$ cat src/rtl/nibble_serial_adder_controller_if.sv
// Request/result handshake bundle for the nibble-serial adder controller.
// The master side presents operands and consumes results; the slave side is the controller.
interface nibble_serial_adder_controller_if #(
    parameter int NIBBLES = 4
);
    localparam int W = 4 * NIBBLES;

    logic         req_valid;
    logic         req_ready;
    logic [W-1:0] req_a;
    logic [W-1:0] req_b;
    logic         req_cin;
    logic         res_valid;
    logic         res_ready;
    logic [W-1:0] res_sum;
    logic         res_cout;

    modport master (
        output req_valid, req_a, req_b, req_cin, res_ready,
        input  req_ready, res_valid, res_sum, res_cout
    );

    modport slave (
        input  req_valid, req_a, req_b, req_cin, res_ready,
        output req_ready, res_valid, res_sum, res_cout
    );
endinterface

$ cat src/rtl/nibble_serial_adder_controller.sv
// Wide adder built by time-multiplexing one external 4-bit ripple-carry adder,
// one nibble per clock, with the carry fed back through a register.
module nibble_serial_adder_controller #(
    parameter int NIBBLES = 4
) (
    input  logic                                    clk,
    input  logic                                    rst_n,
    nibble_serial_adder_controller_if.slave         bus,
    output logic                                    busy,
    output logic [3:0]                              add_a,
    output logic [3:0]                              add_b,
    output logic                                    add_cin,
    input  logic [3:0]                              add_s,
    input  logic                                    add_cout
);
    localparam int W     = 4 * NIBBLES;
    localparam int IDX_W = (NIBBLES > 1) ? $clog2(NIBBLES) : 1;
    localparam logic [IDX_W-1:0] LAST_IDX = IDX_W'(NIBBLES - 1);

    typedef enum logic [1:0] {IDLE, RUN, DONE} state_t;

    state_t             state_q;
    state_t             state_d;
    logic [W-1:0]       op_a;
    logic [W-1:0]       op_b;
    logic [W-1:0]       sum_q;
    logic [W-1:0]       sum_merged;
    logic [W-1:0]       res_sum_q;
    logic               res_cout_q;
    logic               carry_q;
    logic [IDX_W-1:0]   idx;

    always_ff @(posedge clk or negedge rst_n) begin
        if (!rst_n) begin
            state_q <= IDLE;
        end else begin
            state_q <= state_d;
        end
    end

    // The DONE exit needs res_valid and res_ready on the same edge; res_valid is high throughout DONE.
    always_comb begin
        state_d = state_q;
        case (state_q)
            IDLE:    if (bus.req_valid) state_d = RUN;
            RUN:     if (idx == LAST_IDX) state_d = DONE;
            DONE:    if (bus.res_ready) state_d = IDLE;
            default: state_d = IDLE;
        endcase
    end

    always_comb begin
        add_a   = 4'd0;
        add_b   = 4'd0;
        add_cin = 1'b0;
        if (state_q == RUN) begin
            add_a   = op_a[{idx, 2'b00} +: 4];
            add_b   = op_b[{idx, 2'b00} +: 4];
            add_cin = carry_q;
        end
    end

    always_comb begin
        sum_merged = sum_q;
        sum_merged[{idx, 2'b00} +: 4] = add_s;
    end

    // Operands are latched only at acceptance, so requester-side changes during RUN are invisible.
    always_ff @(posedge clk or negedge rst_n) begin
        if (!rst_n) begin
            op_a       <= '0;
            op_b       <= '0;
            sum_q      <= '0;
            carry_q    <= 1'b0;
            idx        <= '0;
            res_sum_q  <= '0;
            res_cout_q <= 1'b0;
        end else begin
            case (state_q)
                IDLE: begin
                    if (bus.req_valid) begin
                        op_a    <= bus.req_a;
                        op_b    <= bus.req_b;
                        carry_q <= bus.req_cin;
                        sum_q   <= '0;
                        idx     <= '0;
                    end
                end
                RUN: begin
                    sum_q   <= sum_merged;
                    carry_q <= add_cout;
                    if (idx == LAST_IDX) begin
                        idx        <= '0;
                        res_sum_q  <= sum_merged;
                        res_cout_q <= add_cout;
                    end else begin
                        idx <= idx + 1'b1;
                    end
                end
                default: ;
            endcase
        end
    end

    assign bus.req_ready = (state_q == IDLE);
    assign bus.res_valid = (state_q == DONE);
    assign bus.res_sum   = res_sum_q;
    assign bus.res_cout  = res_cout_q;
    assign busy          = (state_q != IDLE);
endmodule

$ cat src/flat_wrapper.sv
// flat-port wrapper written by rule: the top's interface ports become plain ports
module nibble_serial_adder_controller_flat 
#(
    parameter int NIBBLES = 4
)
  (clk, rst_n, busy, add_a, add_b, add_cin, add_s, add_cout, bus_req_valid, bus_req_a, bus_req_b, bus_req_cin, bus_res_ready, bus_req_ready, bus_res_valid, bus_res_sum, bus_res_cout);
  nibble_serial_adder_controller_if #(.NIBBLES(NIBBLES)) bus_i ();
  input  logic clk;
  input  logic rst_n;
  output logic busy;
  output logic [3:0] add_a;
  output logic [3:0] add_b;
  output logic add_cin;
  input  logic [3:0] add_s;
  input  logic add_cout;
  input wire logic [$bits(bus_i.req_valid)-1:0] bus_req_valid;
  input wire logic [$bits(bus_i.req_a)-1:0] bus_req_a;
  input wire logic [$bits(bus_i.req_b)-1:0] bus_req_b;
  input wire logic [$bits(bus_i.req_cin)-1:0] bus_req_cin;
  input wire logic [$bits(bus_i.res_ready)-1:0] bus_res_ready;
  output wire logic [$bits(bus_i.req_ready)-1:0] bus_req_ready;
  output wire logic [$bits(bus_i.res_valid)-1:0] bus_res_valid;
  output wire logic [$bits(bus_i.res_sum)-1:0] bus_res_sum;
  output wire logic [$bits(bus_i.res_cout)-1:0] bus_res_cout;
  assign bus_i.req_valid = bus_req_valid;
  assign bus_i.req_a = bus_req_a;
  assign bus_i.req_b = bus_req_b;
  assign bus_i.req_cin = bus_req_cin;
  assign bus_i.res_ready = bus_res_ready;
  assign bus_req_ready = bus_i.req_ready;
  assign bus_res_valid = bus_i.res_valid;
  assign bus_res_sum = bus_i.res_sum;
  assign bus_res_cout = bus_i.res_cout;
  nibble_serial_adder_controller #(.NIBBLES(NIBBLES)) u_core (.clk(clk), .rst_n(rst_n), .bus(bus_i), .busy(busy), .add_a(add_a), .add_b(add_b), .add_cin(add_cin), .add_s(add_s), .add_cout(add_cout));
endmodule
$ cat config.mk
export PLATFORM = sky130hd
export DESIGN_NAME = nibble_serial_adder_controller_flat
export DESIGN_NICKNAME = d
export VERILOG_FILES = /design/src/rtl/nibble_serial_adder_controller_if.sv /design/src/rtl/nibble_serial_adder_controller.sv /design/src/flat_wrapper.sv
export SDC_FILE = /design/constraint.sdc
export NUM_CORES = 1
export LEC_CHECK = 0
export CORE_MARGIN = 2
export CORE_UTILIZATION = 55
export CTS_BUF_LIST = sky130_fd_sc_hd__clkbuf_8
export DETAILED_ROUTE_END_ITERATION = 8
export HOLD_SLACK_MARGIN = 0.08
export PLACE_DENSITY = 0.89
export SLEW_MARGIN = 40
export SYNTH_ARGS = -nofsm -noshare
export SYNTH_HDL_FRONTEND = slang
export SYNTH_SLANG_ARGS = --single-unit
$ cat constraint.sdc
create_clock -name clk -period 5 [get_ports clk]
set_clock_uncertainty 0.05 [all_clocks]
set_input_delay 1 -clock clk [delete_from_list [all_inputs] [get_ports clk]]
set_output_delay 1 -clock clk [all_outputs]
set_load 0.05 [all_outputs]
## Yosys cells after proc, flatten, opt, wreduce, memory -nomap -nowiden

Index checks and enable logic that the tools add are counted.

- Shift operators: 4
- Reduce and logical (&&, ||, !) cells: 7
- Equality and inequality tests: 6
- Add/sub/neg operators: 2
- Muxes and demuxes: 15

Operator list:

| kind | number |
|---|---|
| one-hot mux 16 bit (2 select lines) | 1 |
| indexed part select 16 x 5 -> 4 bit | 2 |
| bitwise mux 16 bit | 1 |
| two-way mux 16 bit | 1 |
| variable shift 4 x 6 -> 16 bit (first input constant) | 1 |
| indexed part select 4 x 6 -> 16 bit | 1 |
| two-way mux 2 bit | 5 |
| two-way mux 4 bit | 2 |
| != test 2 bit (second input constant) | 3 |
| negation 4 -> 6 bit | 1 |
| one-hot mux 2 bit (3 select lines) | 1 |
| AND reduction 2 bit | 3 |
| == test 2 bit (second input constant) | 2 |
| one-hot mux 2 bit (2 select lines) | 1 |
| nonzero test 2 bit | 2 |
| AND reduction 3 bit | 1 |
| adder 2 x 1 -> 2 bit (second input constant) | 1 |
| == test 2 x 1 -> 1 bit (second input constant) | 1 |
| zero test 2 bit | 1 |
| two-way mux 1 bit | 2 |
| one-hot mux 1 bit (2 select lines) | 1 |

- Word-level logic and storage cells: 42
- Register bits after elaboration: 70
- Input bits: 42

## Logic depth before layout (Yosys ltp)

Gate-level depths: netlist (run 1).

- Depth in word-level cells: 4
- Depth in mapped cells: 6
- Depth with buffers taken out: 5

## Worst setup path after synthesis (run 1)

Ideal clock, no wire load.

- Path type: reg-to-output
- Start: register u_core.idx[0]
- End: output port add_a[0]
- Arrival: 1.413 ns
- Path slack: 2.537 ns
- Stages on the path, launching flop included: 4
- Cells stage by stage: dfrtp_1 > buf_6 > mux4_2 > and2_1

- Longest elaborated chain between the ends: 2

Ends and longest elaborated chain:

| element | line | text |
|---|---|---|
| start, declared | nibble_serial_adder_controller.sv:31 | `logic [IDX_W-1:0] idx;` |
| start signal, assigned | nibble_serial_adder_controller.sv:97 | `idx <= idx + 1'b1;` |
| indexed part select 16 x 5 -> 4 bit | nibble_serial_adder_controller.sv:57 | `add_a = op_a[{idx, 2'b00} +: 4];` |
| two-way mux 4 bit | nibble_serial_adder_controller.sv:56 | `if (state_q == RUN) begin` |
| end, declared | flat_wrapper.sv:11 | `output logic [3:0] add_a;` |

Every way passes these cells.

## Worst setup path after layout (run 1)

- Start: register u_core.idx[0]
- End: output port add_b[3]

- Longest elaborated chain between the ends: 2

Ends and longest elaborated chain:

| element | line | text |
|---|---|---|
| indexed part select 16 x 5 -> 4 bit | nibble_serial_adder_controller.sv:58 | `add_b = op_b[{idx, 2'b00} +: 4];` |
| two-way mux 4 bit | nibble_serial_adder_controller.sv:56 |  |
| end, declared | flat_wrapper.sv:12 | `output logic [3:0] add_b;` |

Every way passes these cells.

==> summary.md, run 1 <==
| Metric | Value |
|---|---|
| Slew HR | 60.2% |
| Average instance area after synthesis | 12.9 um^2 |
| Compound-gate portion of the synthesized area | 11.9% |
| Worst Setup Start Kind | register |
| Syn_nets | 315 |
| Synth area leaders | dfrtp_1, mux2_4, mux4_2 |
| Final hold vios | 0 |
| TNS Setup | 0 ns |
| # placed instances | 400 |
| Pwr/cell area | 750 mW/mm^2 |
| Initial Util | 57.5% |
| Period minus WS final | 3.74 ns |
| Via Count | 2355 |
| Routed vias/inst | 5.67 |
| Cell with the most instances after synthesis | dfrtp_1 |
| Max Slew Vio Count | 0 |
| Final ANT Viol Nets | 0 |
| RSZ-0062 raised after global routing | false |
| Hold crit path type | reg2reg |
| GR Util met3 | 6.76% |
| Post-synth cell types | 38 |
| CP arrival | 2.69 ns |
| CTS resizes | 0 |
| First-pass GRT wire length | 12.0 mm |
| Post-Synth XOR/XNOR Area | 0% |
| Synth Flop Type | dfrtp_1 |
| CP delay by family, top | buffers and inverters |
| Largest family of logic cells by synthesized area | multiplexers |
| Run status | finished clean |
| Initial antenna violation count | 0 |
| Total Wirelength | 7.19 mm |
| Leak | 1.88 nW |
| Final setup vio count | 0 |
| FILL cells | 394 |
| Worst Tran Pin Value | 0.598 ns |
| Area share of the largest cell type after synthesis | 50.9% |
| H-tree Lvls | 3 |
| DRC | 0 |
| Cells along the critical path | buf_4, mux4_2, and2_1, clkdlybuf4s50_1 |
| M2 GR Usage | 36.5% |
| Max cap viols | 0 |
| CTS Root Cell | clkbuf_8 |
| Clock transition at the registers of the reported paths | 0.07 ns |
| Largest net degree at the start of global routing | 43 |
| Nets | 384 |
| Multi-input gate area | 0.00152 mm^2 |
| CTS Sinks | 70 |
| Die span in x | 83.1 um |
| Synth-to-Final Area Change | 26.2% |
| Sequential element share of the synthesized area | 50.9% |
| Wire length per cell | 17.3 um |
| Clock Latency Late Sink | 0.35 ns |
| Max stage delay on crit path | 0.69 ns |
| Clock Tree Buf Depth | 2 |
| Port bufs | 70 |
| Non-filler cells, final | 415 |
| Post-Synth Simple-Gate Area | 11.0% |
| Core area | 0.00599 mm^2 |
| IO Count | 71 |
| Fraction of layout instances using a drive strength above 1 | 20.0% |
| Adder-Cell Fraction of Synth Area | 2.18% |
| Site Rows | 28 |
| TritonCTS buffer count | 9 |
| Bufs and invs on worst path | 2 |
| Drt first-iter violations | 243 |
| Post-synthesis async set-or-reset flop share | 100% |
| Total die area | 0.00691 mm^2 |
| Busiest layer in global routing | met2 |
| Final core occ | 72.6% |
| CTS tree | done |
| Storage cell area | 0.00175 mm^2 |
| Synth Warn # | 0 |
| Worst path required time | 3.95 ns |
| Diode count | 0 |
| GPL Wtd Cong | 0.848 |
| Fin crit share | 74.8% |
| R2r setup slk | 2.70 ns |
| GRT Util Overall | 22.1% |
| Critical Path Slowest Stage Cell | clkdlybuf4s50_1 |
| DP HPWL | 5.00 mm |
| Worst-path fanout max | 13 |
| Postcts setup bufs | 0 |
| CP endpoint kind | output port |
| Hold Worst Slack | 0.441 ns |
| #FFs+latches synth | 70 |
| Hold Buf Count CTS | 0 |
| DRT Pass-1 Iters | 4 |
| Post-Syn Instances | 267 |
| Max VDD drop | 0.453 mV |
| Cell taking the most area after synthesis | dfrtp_1 |
| Mux contribution to synthesized area | 19.1% |
| Synthesized area | 0.00344 mm^2 |
| Vias in the first global route | 2509 |
| GR Overflow Total | 0 |
| Die span in y | 83.1 um |
| Max Fclk | 268 MHz |
| Worst Setup Path Type | reg2out |
| Number of synthesized flops with an enable pin | 0 |
| Most frequent cells after synthesis | dfrtp_1, mux2_4, a21oi_1 |
| GR Util met1 | 28.1% |
[where the power goes]
part           total (mW)  switching, mW  leakage [nW]  internal [mW]
registers            1.01          0.187         0.861          0.820
logic                1.78          0.983         0.914          0.796
clock network       0.473          0.205         0.104          0.268
[cells by family after synthesis]
family,after synthesis
simple gates,63
mux,41
fa+ha+maj,6
compound gates,59
flops,70
buf+inv,28
[sequential cells by signal, summed over array words and instances (netlist names)]
signal,cells
u_core.bus.res_cout,1
u_core.carry_q,1
u_core.state_q,2
u_core.op_a,16
u_core.sum_q,16
u_core.idx,2
u_core.op_b,16
u_core.bus.res_sum,16
[path summary, 6_finish.rpt]
path	cells after the start	endpoint	from
min in group asynchronous	1	u_core.bus.res_sum[5]$_DFFE_PN0P_	rst_n
setup / recovery	4	add_b[3]	u_core.idx[0]$_DFFE_PN0P_
hold / removal	1	u_core.sum_q[11]$_DFFE_PN0P_	u_core.sum_q[11]$_DFFE_PN0P_
hold reg to reg	1	u_core.sum_q[11]$_DFFE_PN0P_	u_core.sum_q[11]$_DFFE_PN0P_
setup reg to reg	5	u_core.bus.res_sum[14]$_DFFE_PN0P_	u_core.idx[0]$_DFFE_PN0P_
max in group asynchronous	2	u_core.op_a[7]$_DFFE_PN0P_	rst_n
[metal layers]
metal	routed length, um	share of wire [%]	vias to the layer above
met4	102	1.4	0
met2	3470	48	95
met5	0	0	-
li1	-	-	1089
met3	511	7.1	10
met1	3100	43	1161
[cell type report]
class	instances	area share, %
Timing Repair Buffer	73	16.6
Multi-Input combinational cell	169	35.1
Tap cell	75	2.16
Clock inverter	3	0.979
Sequential cell	70	40.3
Clock buffer	12	3.80
Inverter	13	1.12
[layout by cell type, fill, tap and decap left out, types with 5 or more instances in the layout]
master | Yosys | final
inv_1 | 13 | 13
ha_1 | 6 | 6
nor2b_1 | 12 | 12
a21oi_1 | 19 | 19
mux2_2 | 5 | 5
clkbuf_8 | 0 | 12
clkdlybuf4s50_1 | 0 | 69
o22ai_1 | 8 | 8
mux2_4 | 28 | 28
nor2_1 | 14 | 14
nand2_1 | 11 | 11
mux4_2 | 8 | 8
and2_1 | 10 | 9
dfrtp_1 | 70 | 70
[through the flow]
step	power, mW	instance area (um^2)	worst slack (ns)
after floorplan	2.32	3440	2.54
after global placement	2.74	4130	1.65
after detailed placement	2.78	4140	1.62
after CTS	3.27	4350	1.23
after global routing	3.42	4350	1.10
final	3.26	4350	1.26
[worst reg2reg max path: cells and delay by family (launching register included)]
kind,cells,cell delay (ns)
compound gates,2,0.41
simple gates,1,0.56
flops,1,0.63
buf+inv,1,0.32
fa+ha+maj,1,0.23
Note: power is estimated with default switching activity, not from simulation.
==> run 2: changes to the inputs <==
--- a/config.mk
+++ b/config.mk
@@ -6,11 +6,11 @@
 export NUM_CORES = 1
 export LEC_CHECK = 0
 export CORE_MARGIN = 2
-export CORE_UTILIZATION = 55
+export CORE_UTILIZATION = 48
 export CTS_BUF_LIST = sky130_fd_sc_hd__clkbuf_8
 export DETAILED_ROUTE_END_ITERATION = 8
 export HOLD_SLACK_MARGIN = 0.08
-export PLACE_DENSITY = 0.89
+export PLACE_DENSITY = 0.83
 export SLEW_MARGIN = 40
 export SYNTH_ARGS = -nofsm -noshare
 export SYNTH_HDL_FRONTEND = slang
==> constraint.sdc (replaced) <==
create_clock -name clk -period 3.1 [get_ports clk]
set_clock_uncertainty 0.05 [all_clocks]
set_input_delay 0.62 -clock clk [delete_from_list [all_inputs] [get_ports clk]]
set_output_delay 0.62 -clock clk [all_outputs]
set_load 0.05 [all_outputs]
==> run 2 against run 1 <==
Clock-buffer cell count is 3 lower. Combinational power rose by 78%. Die area rose by 14%. Via count grew 0.64%.
==> summary.md, run 2 (same netlist as run 1, synthesis figures left out) <==
| Metric | Value |
|---|---|
| Bufs and invs on worst path | 2 (unchanged) |
| CTS Root Cell | clkbuf_8 |
| Max Fclk | 368 MHz |
| Worst Tran Pin Value | 0.555 ns (-0.0426 ns) |
| Final setup vio count | 0 (unchanged) |
| GR Util met3 | 6.44% (-0.32 points) |
| Commonest non-fill, non-tap cell in the layout | dfrtp_1 |
| Site Rows | 30 (+7.1%) |
| Clock Latency Late Sink | 0.33 ns (-0.02 ns) |
| IO Count | 71 (unchanged) |
| CP arrival | 2.05 ns (-0.64 ns) |
| Max Slew Vio Count | 0 (unchanged) |
| DP HPWL | 5.07 mm (+1.4%) |
| Max stage delay on crit path | 0.56 ns (-0.13 ns) |
| GPL Wtd Cong | 0.857 (+1.0%) |
| Die span in y | 88.7 um (+6.7%) |
| CTS tree | done |
| GR Util met1 | 26.2% (-1.8 points) |
| Total die area | 0.00787 mm^2 (+14%) |
| FILL cells | 514 (+30%) |
| TritonCTS buffer count | 9 (unchanged) |
| Wire length per cell | 16.4 um (-5.3%) |
| Vias in the first global route | 2474 (-1.4%) |
| Clock Tree Buf Depth | 2 (unchanged) |
| Run status | finished clean |
| Period minus WS final | 2.72 ns |
| Leak | 1.95 nW (+3.5%) |
| Hold Buf Count CTS | 0 (unchanged) |
| Worst-path fanout max | 9 (-4) |
| Total power | 5.51 mW (+69%) |
| Hold crit path type | in2async |
| Fin crit share | 87.7% |
| Nets | 389 (+1.3%) |
| Initial antenna violation count | 0 (unchanged) |
| CP endpoint kind | output port |
| Synth-to-Final Area Change | 30.9% |
| Postcts setup bufs | 0 (unchanged) |
| GR Overflow Total | 0 (unchanged) |
| Initial Util | 50.1% (-7.4 points) |
| H-tree Lvls | 3 (unchanged) |
| Max VDD drop | 0.746 mV (+65%) |
| CTS Sinks | 70 (unchanged) |
| M2 GR Usage | 32.2% (-4.4 points) |
| Cells along the critical path | buf_4, mux4_2, and2_1, buf_12 |
| Fraction of layout instances using a drive strength above 1 | 23.4% (+3.4 points) |
| Drt first-iter violations | 127 (-48%) |
| DRT Pass-1 Iters | 4 (unchanged) |
| Core area | 0.00687 mm^2 (+15%) |
| Total Wirelength | 7.25 mm (+0.86%) |
| Port bufs | 70 (unchanged) |
| Worst Setup Path Type | reg2out |
| Worst Setup Start Kind | register |
| Commonest cells after routing, fill and taps aside | dfrtp_1, clkdlybuf4s50_1, mux2_4 |
| First-pass GRT wire length | 12.0 mm (-0.81%) |
| Routed vias/inst | 5.36 (-5.5%) |
| Final hold vios | 0 (unchanged) |
| RSZ-0062 raised after global routing | false |
| Final ANT Viol Nets | 0 (unchanged) |
| Slew HR | 63.0% (+2.8 points) |
| DRC | 0 (unchanged) |
| Critical Path Slowest Stage Cell | dfrtp_1 |
| Die span in x | 88.7 um (+6.7%) |
| CTS resizes | 0 (unchanged) |
| Worst path required time | 2.43 ns (-1.52 ns) |
| Diode count | 0 (unchanged) |
| CP delay by family, top | flip-flops |
| Pwr/cell area | 1220 mW/mm^2 (+63%) |
| Via Count | 2370 (+0.64%) |
| GRT Util Overall | 20.0% (-2.1 points) |
| Largest net degree at the start of global routing | 44 (+2.3%) |
| Clock transition at the registers of the reported paths | 0.09 ns (+0.02 ns) |
| Busiest layer in global routing | met2 |
| Max cap viols | 0 (unchanged) |
| TNS Setup | 0 ns (unchanged) |
## run 2: worst register-to-register path, stage by stage, from the launching register on
cell     delay (ns)
dfrtp_1        0.69
inv_1          0.20
ha_1           0.43
nor2b_1        0.27
nor4b_4        0.34
a32o_1         0.21
## run 2: through the flow
stage / cells / hold slack [ns] / utilization, % / area, um^2 / worst slack, ns
after global placement: 425 / 0.419 / 62.5 / 4290 / 0.780
after floorplan: 267 / 0.274 / - / 3440 / 1.02
after global routing: 442 / 0.349 / 65.7 / 4510 / 0.275
after CTS: 442 / 0.311 / 65.7 / 4510 / 0.346
after detailed placement: 426 / 0.423 / 62.8 / 4310 / 0.718
final: 442 / 0.290 / 65.7 / 4510 / 0.382
## run 2: final timing paths
path | slack (ns) | end | cells past startpoint | startpoint
max | 0.38 | add_b[3] | 4 | u_core.idx[0]$_DFFE_PN0P_
min | 0.29 | u_core.sum_q[0]$_DFFE_PN0P_ | 2 | rst_n
max reg2reg | 0.85 | u_core.sum_q[9]$_DFFE_PN0P_ | 5 | u_core.idx[1]$_DFFE_PN0P_
min reg2reg | 0.44 | u_core.sum_q[8]$_DFFE_PN0P_ | 1 | u_core.sum_q[8]$_DFFE_PN0P_
max in group asynchronous | 2.16 | u_core.op_b[3]$_DFFE_PN0P_ | 3 | rst_n
min in group clk | 0.44 | u_core.sum_q[8]$_DFFE_PN0P_ | 1 | u_core.sum_q[8]$_DFFE_PN0P_
## run 2: power by group
part | switching (mW) | internal (mW) | total, mW
logic | 1.66 | 1.51 | 3.17
registers | 0.293 | 1.32 | 1.62
clock network | 0.354 | 0.372 | 0.726
total | 2.30 | 3.21 | 5.51
## run 2: layer usage
layer  up-vias  share of wire, %
met1      1180                44
li1       1103                 -
met3         9               6.3
met4         0               1.2
met2        78                48
met5         -                 0
## run 2: final cells by class
type / instances / area (um^2) / share of cell area, %
inverter: 13 / 48.8 / 1.08
clock inverter: 7 / 73.8 / 1.64
tap: 96 / 120 / 2.66
sequential: 70 / 1750 / 38.8
multi-input combinational: 169 / 1520 / 33.7
clock buffer: 9 / 124 / 2.75
timing repair buffer: 78 / 871 / 19.3
==> run 3: changes to the inputs <==
==> constraint.sdc (replaced) <==
create_clock -name clk -period 3.1 [get_ports clk]
set_clock_uncertainty 0.05 [all_clocks]
set_input_delay 0.465 -clock clk [delete_from_list [all_inputs] [get_ports clk]]
set_output_delay 0.465 -clock clk [all_outputs]
set_load 0.05 [all_outputs]
==> run 3 against run 2 <==
Final area shrank 0.80%. Register-to-register slack improved by 0.09 ns. Final cell count is 0.45% lower. Routed wire length decreased by 1.0%. Combinational power barely moved. Global-route usage shrank 0.26 points. Non-clock buffer count did not move. Setup slack gained 0.11 ns. Sequential power hardly changed. Clock power down 9.2%. Largest cell class unchanged. Largest power group unchanged. Highest routed layer unchanged.
==> summary.md, run 3 (same netlist as run 1, synthesis figures left out) <==
| Metric | Value |
|---|---|
| Stages on the worst setup path | 4 (unchanged) |
| CP endpoint kind | output port |
| DRT Pass-1 Iters | 4 (unchanged) |
| CP delay by family, top | flip-flops |
| Port bufs | 70 (unchanged) |
| CTS resizes | 0 (unchanged) |
| Via Count | 2348 (-0.93%) |
| Vias in the first global route | 2387 (-3.5%) |
| Max stage delay on crit path | 0.57 ns (about the same) |
| Total Wirelength | 7.18 mm (-1.0%) |
| DRC | 0 (unchanged) |
| Internal cell power | 3.18 mW (-1.0%) |
| RSZ-0062 raised after global routing | false |
| Die span in y | 88.7 um (unchanged) |
| Final hold vios | 0 (unchanged) |
| GRT Util Overall | 19.8% (-0.26 points) |
| Total die area | 0.00787 mm^2 (unchanged) |
| Max cap viols | 0 (unchanged) |
| Max Slew Vio Count | 0 (unchanged) |
| Max Fclk | 384 MHz (+4.3%) |
| Synth-to-Final Area Change | 29.9% |
| Routed vias/inst | 5.34 (-0.48%) |
| Worst Tran Pin Value | 0.675 ns (+0.120 ns) |
| TritonCTS buffer count | 9 (unchanged) |
| Fraction of layout instances using a drive strength above 1 | 23.0% (-0.45 points) |
| Drt first-iter violations | 157 (+24%) |
| RR Startpoint | u_core.idx[0]$_DFFE_PN0P_ |
| H-tree Lvls | 3 (unchanged) |
| Worst path required time | 2.58 ns (+0.15 ns) |
| Commonest cells after routing, fill and taps aside | dfrtp_1, clkdlybuf4s50_1, mux2_4 |
| Leak | 1.94 nW (-0.11%) |
| GR Overflow Total | 0 (unchanged) |
| Final ANT Viol Nets | 0 (unchanged) |
| Diode count | 0 (unchanged) |
| Initial Util | 50.1% (unchanged) |
| CP arrival | 2.09 ns (+0.04 ns) |
| Fin crit share | 84.0% (-3.6 points) |
| Slew HR | 55.0% (-8.0 points) |
| Worst-path fanout max | 12 (+3) |
| Fin area | 0.00447 mm^2 (-0.80%) |
| Worst Setup Start Kind | register |
| Site Rows | 30 (unchanged) |
| DP HPWL | 5.18 mm (+2.2%) |
| Clock share of power | 12.1% (-1.1 points) |
| Cells along the critical path | buf_4, mux4_2, and2_1, buf_12 |
| Bufs and invs on worst path | 2 (unchanged) |
| Worst Setup Path Type | reg2out |
| Final setup vio count | 0 (unchanged) |
| Hold Buf Count CTS | 0 (unchanged) |
| CTS Sinks | 70 (unchanged) |
| Crit path from | u_core.idx[0]$_DFFE_PN0P_ |
| Hold Worst Slack | 0.106 ns (-0.184 ns) |
| Combinational share of power | 58.7% (+1.2 points) |
| Cell Area, Placed | 0.00430 mm^2 (-0.29%) |
| FF-to-FF End | u_core.sum_q[9]$_DFFE_PN0P_ |
| Commonest non-fill, non-tap cell in the layout | dfrtp_1 |
| Postcts setup bufs | 0 (unchanged) |
| First-pass GRT wire length | 11.7 mm (-2.4%) |
| Clock Tree Buf Depth | 2 (unchanged) |
| Psw | 2.27 mW (-1.3%) |
| Critical Path Slowest Stage Cell | dfrtp_1 |
| Run status | finished clean |
| Share of power burned in registers | 29.2% (about the same) |
| Critical Path Sink | add_b[2] |
| Nets | 389 (unchanged) |
| GPL Wtd Cong | 0.877 (+2.3%) |
| Wire length per cell | 16.3 um (-0.58%) |
| Hold crit path type | in2async |
| Die span in x | 88.7 um (unchanged) |
| R2r setup slk | 0.94 ns (+0.09 ns) |
| Largest net degree at the start of global routing | 35 (-20%) |
| Max VDD drop | 0.687 mV (-8.0%) |
| R2R depth | 5 (unchanged) |
| Initial antenna violation count | 0 (unchanged) |
| Pwr/cell area | 1220 mW/mm^2 (-0.34%) |
| Switching share of power | 41.7% (-0.084 points) |
| Core area | 0.00687 mm^2 (unchanged) |
| Clock transition at the registers of the reported paths | 0.07 ns (-0.02 ns) |
| CTS tree | done |
| Clock Latency Late Sink | 0.34 ns (about the same) |
| Period minus WS final | 2.61 ns (-0.113 ns) |
| TNS Setup | 0 ns (unchanged) |
| IO Count | 71 (unchanged) |
| CTS Root Cell | clkbuf_8 |
## run 3: routing by layer
metal | GRT usage [%] | wire [um] | share of wire, %
met5 | 0 | 0 | 0
met4 | 4.96 | 59 | 0.82
met3 | 5.60 | 455 | 6.3
met2 | 31.2 | 3430 | 48
met1 | 27.1 | 3230 | 45
## run 3: power by group through the flow
stage / registers (mW) / clock network [mW] / logic, mW
finish: 1.59 / 0.659 / 3.20
floorplan: 1.91 / 0 / 1.84
global route: 1.64 / 0.713 / 3.38
CTS: 1.59 / 0.672 / 3.22
detailed placement: 1.60 / 0 / 3.21
global placement: 1.57 / 0 / 3.13
## run 3: area by class of cell
class                           instances  area (um^2)
Fill cell                             538         2390
Sequential cell                        70         1750
Multi-Input combinational cell        169         1520
Timing Repair Buffer                   78          858
Clock buffer                           12          165
Tap cell                               96          120
Inverter                               13         48.8
Clock inverter                          2         8.76
## run 3: how the worst min path moves through the flow
stage	from	end	slack (ns)	depth (start not counted)
2_1_floorplan	rst_n	u_core.bus.res_cout$_DFFE_PN0P_	0.12	0
3_3_place_gp	u_core.sum_q[8]$_DFFE_PN0P_	u_core.sum_q[8]$_DFFE_PN0P_	0.42	1
3_5_place_dp	u_core.sum_q[8]$_DFFE_PN0P_	u_core.sum_q[8]$_DFFE_PN0P_	0.43	1
4_1_cts	rst_n	u_core.bus.res_sum[5]$_DFFE_PN0P_	0.11	1
5_1_grt	rst_n	u_core.sum_q[13]$_DFFE_PN0P_	0.14	1
6_report	rst_n	u_core.bus.res_sum[7]$_DFFE_PN0P_	0.11	1
## run 3: worst register-to-register path: stages (launching register included)
cell     delay (ns)
dfrtp_1        0.57
inv_1          0.21
ha_1           0.46
nor2b_1        0.27
nor4b_4        0.33
a32o_1         0.21
## run 3: stage by stage
| step | util, % | worst slack [ns] | power, mW | std cells |
|---|---|---|---|---|
| after floorplan | - | 1.11 | 3.75 | 267 |
| after global placement | 62.6 | 0.886 | 4.70 | 426 |
| after detailed placement | 62.6 | 0.826 | 4.81 | 426 |
| after CTS | 65.1 | 0.493 | 5.48 | 440 |
| after global routing | 65.1 | 0.391 | 5.74 | 440 |
| final | 65.1 | 0.495 | 5.45 | 440 |
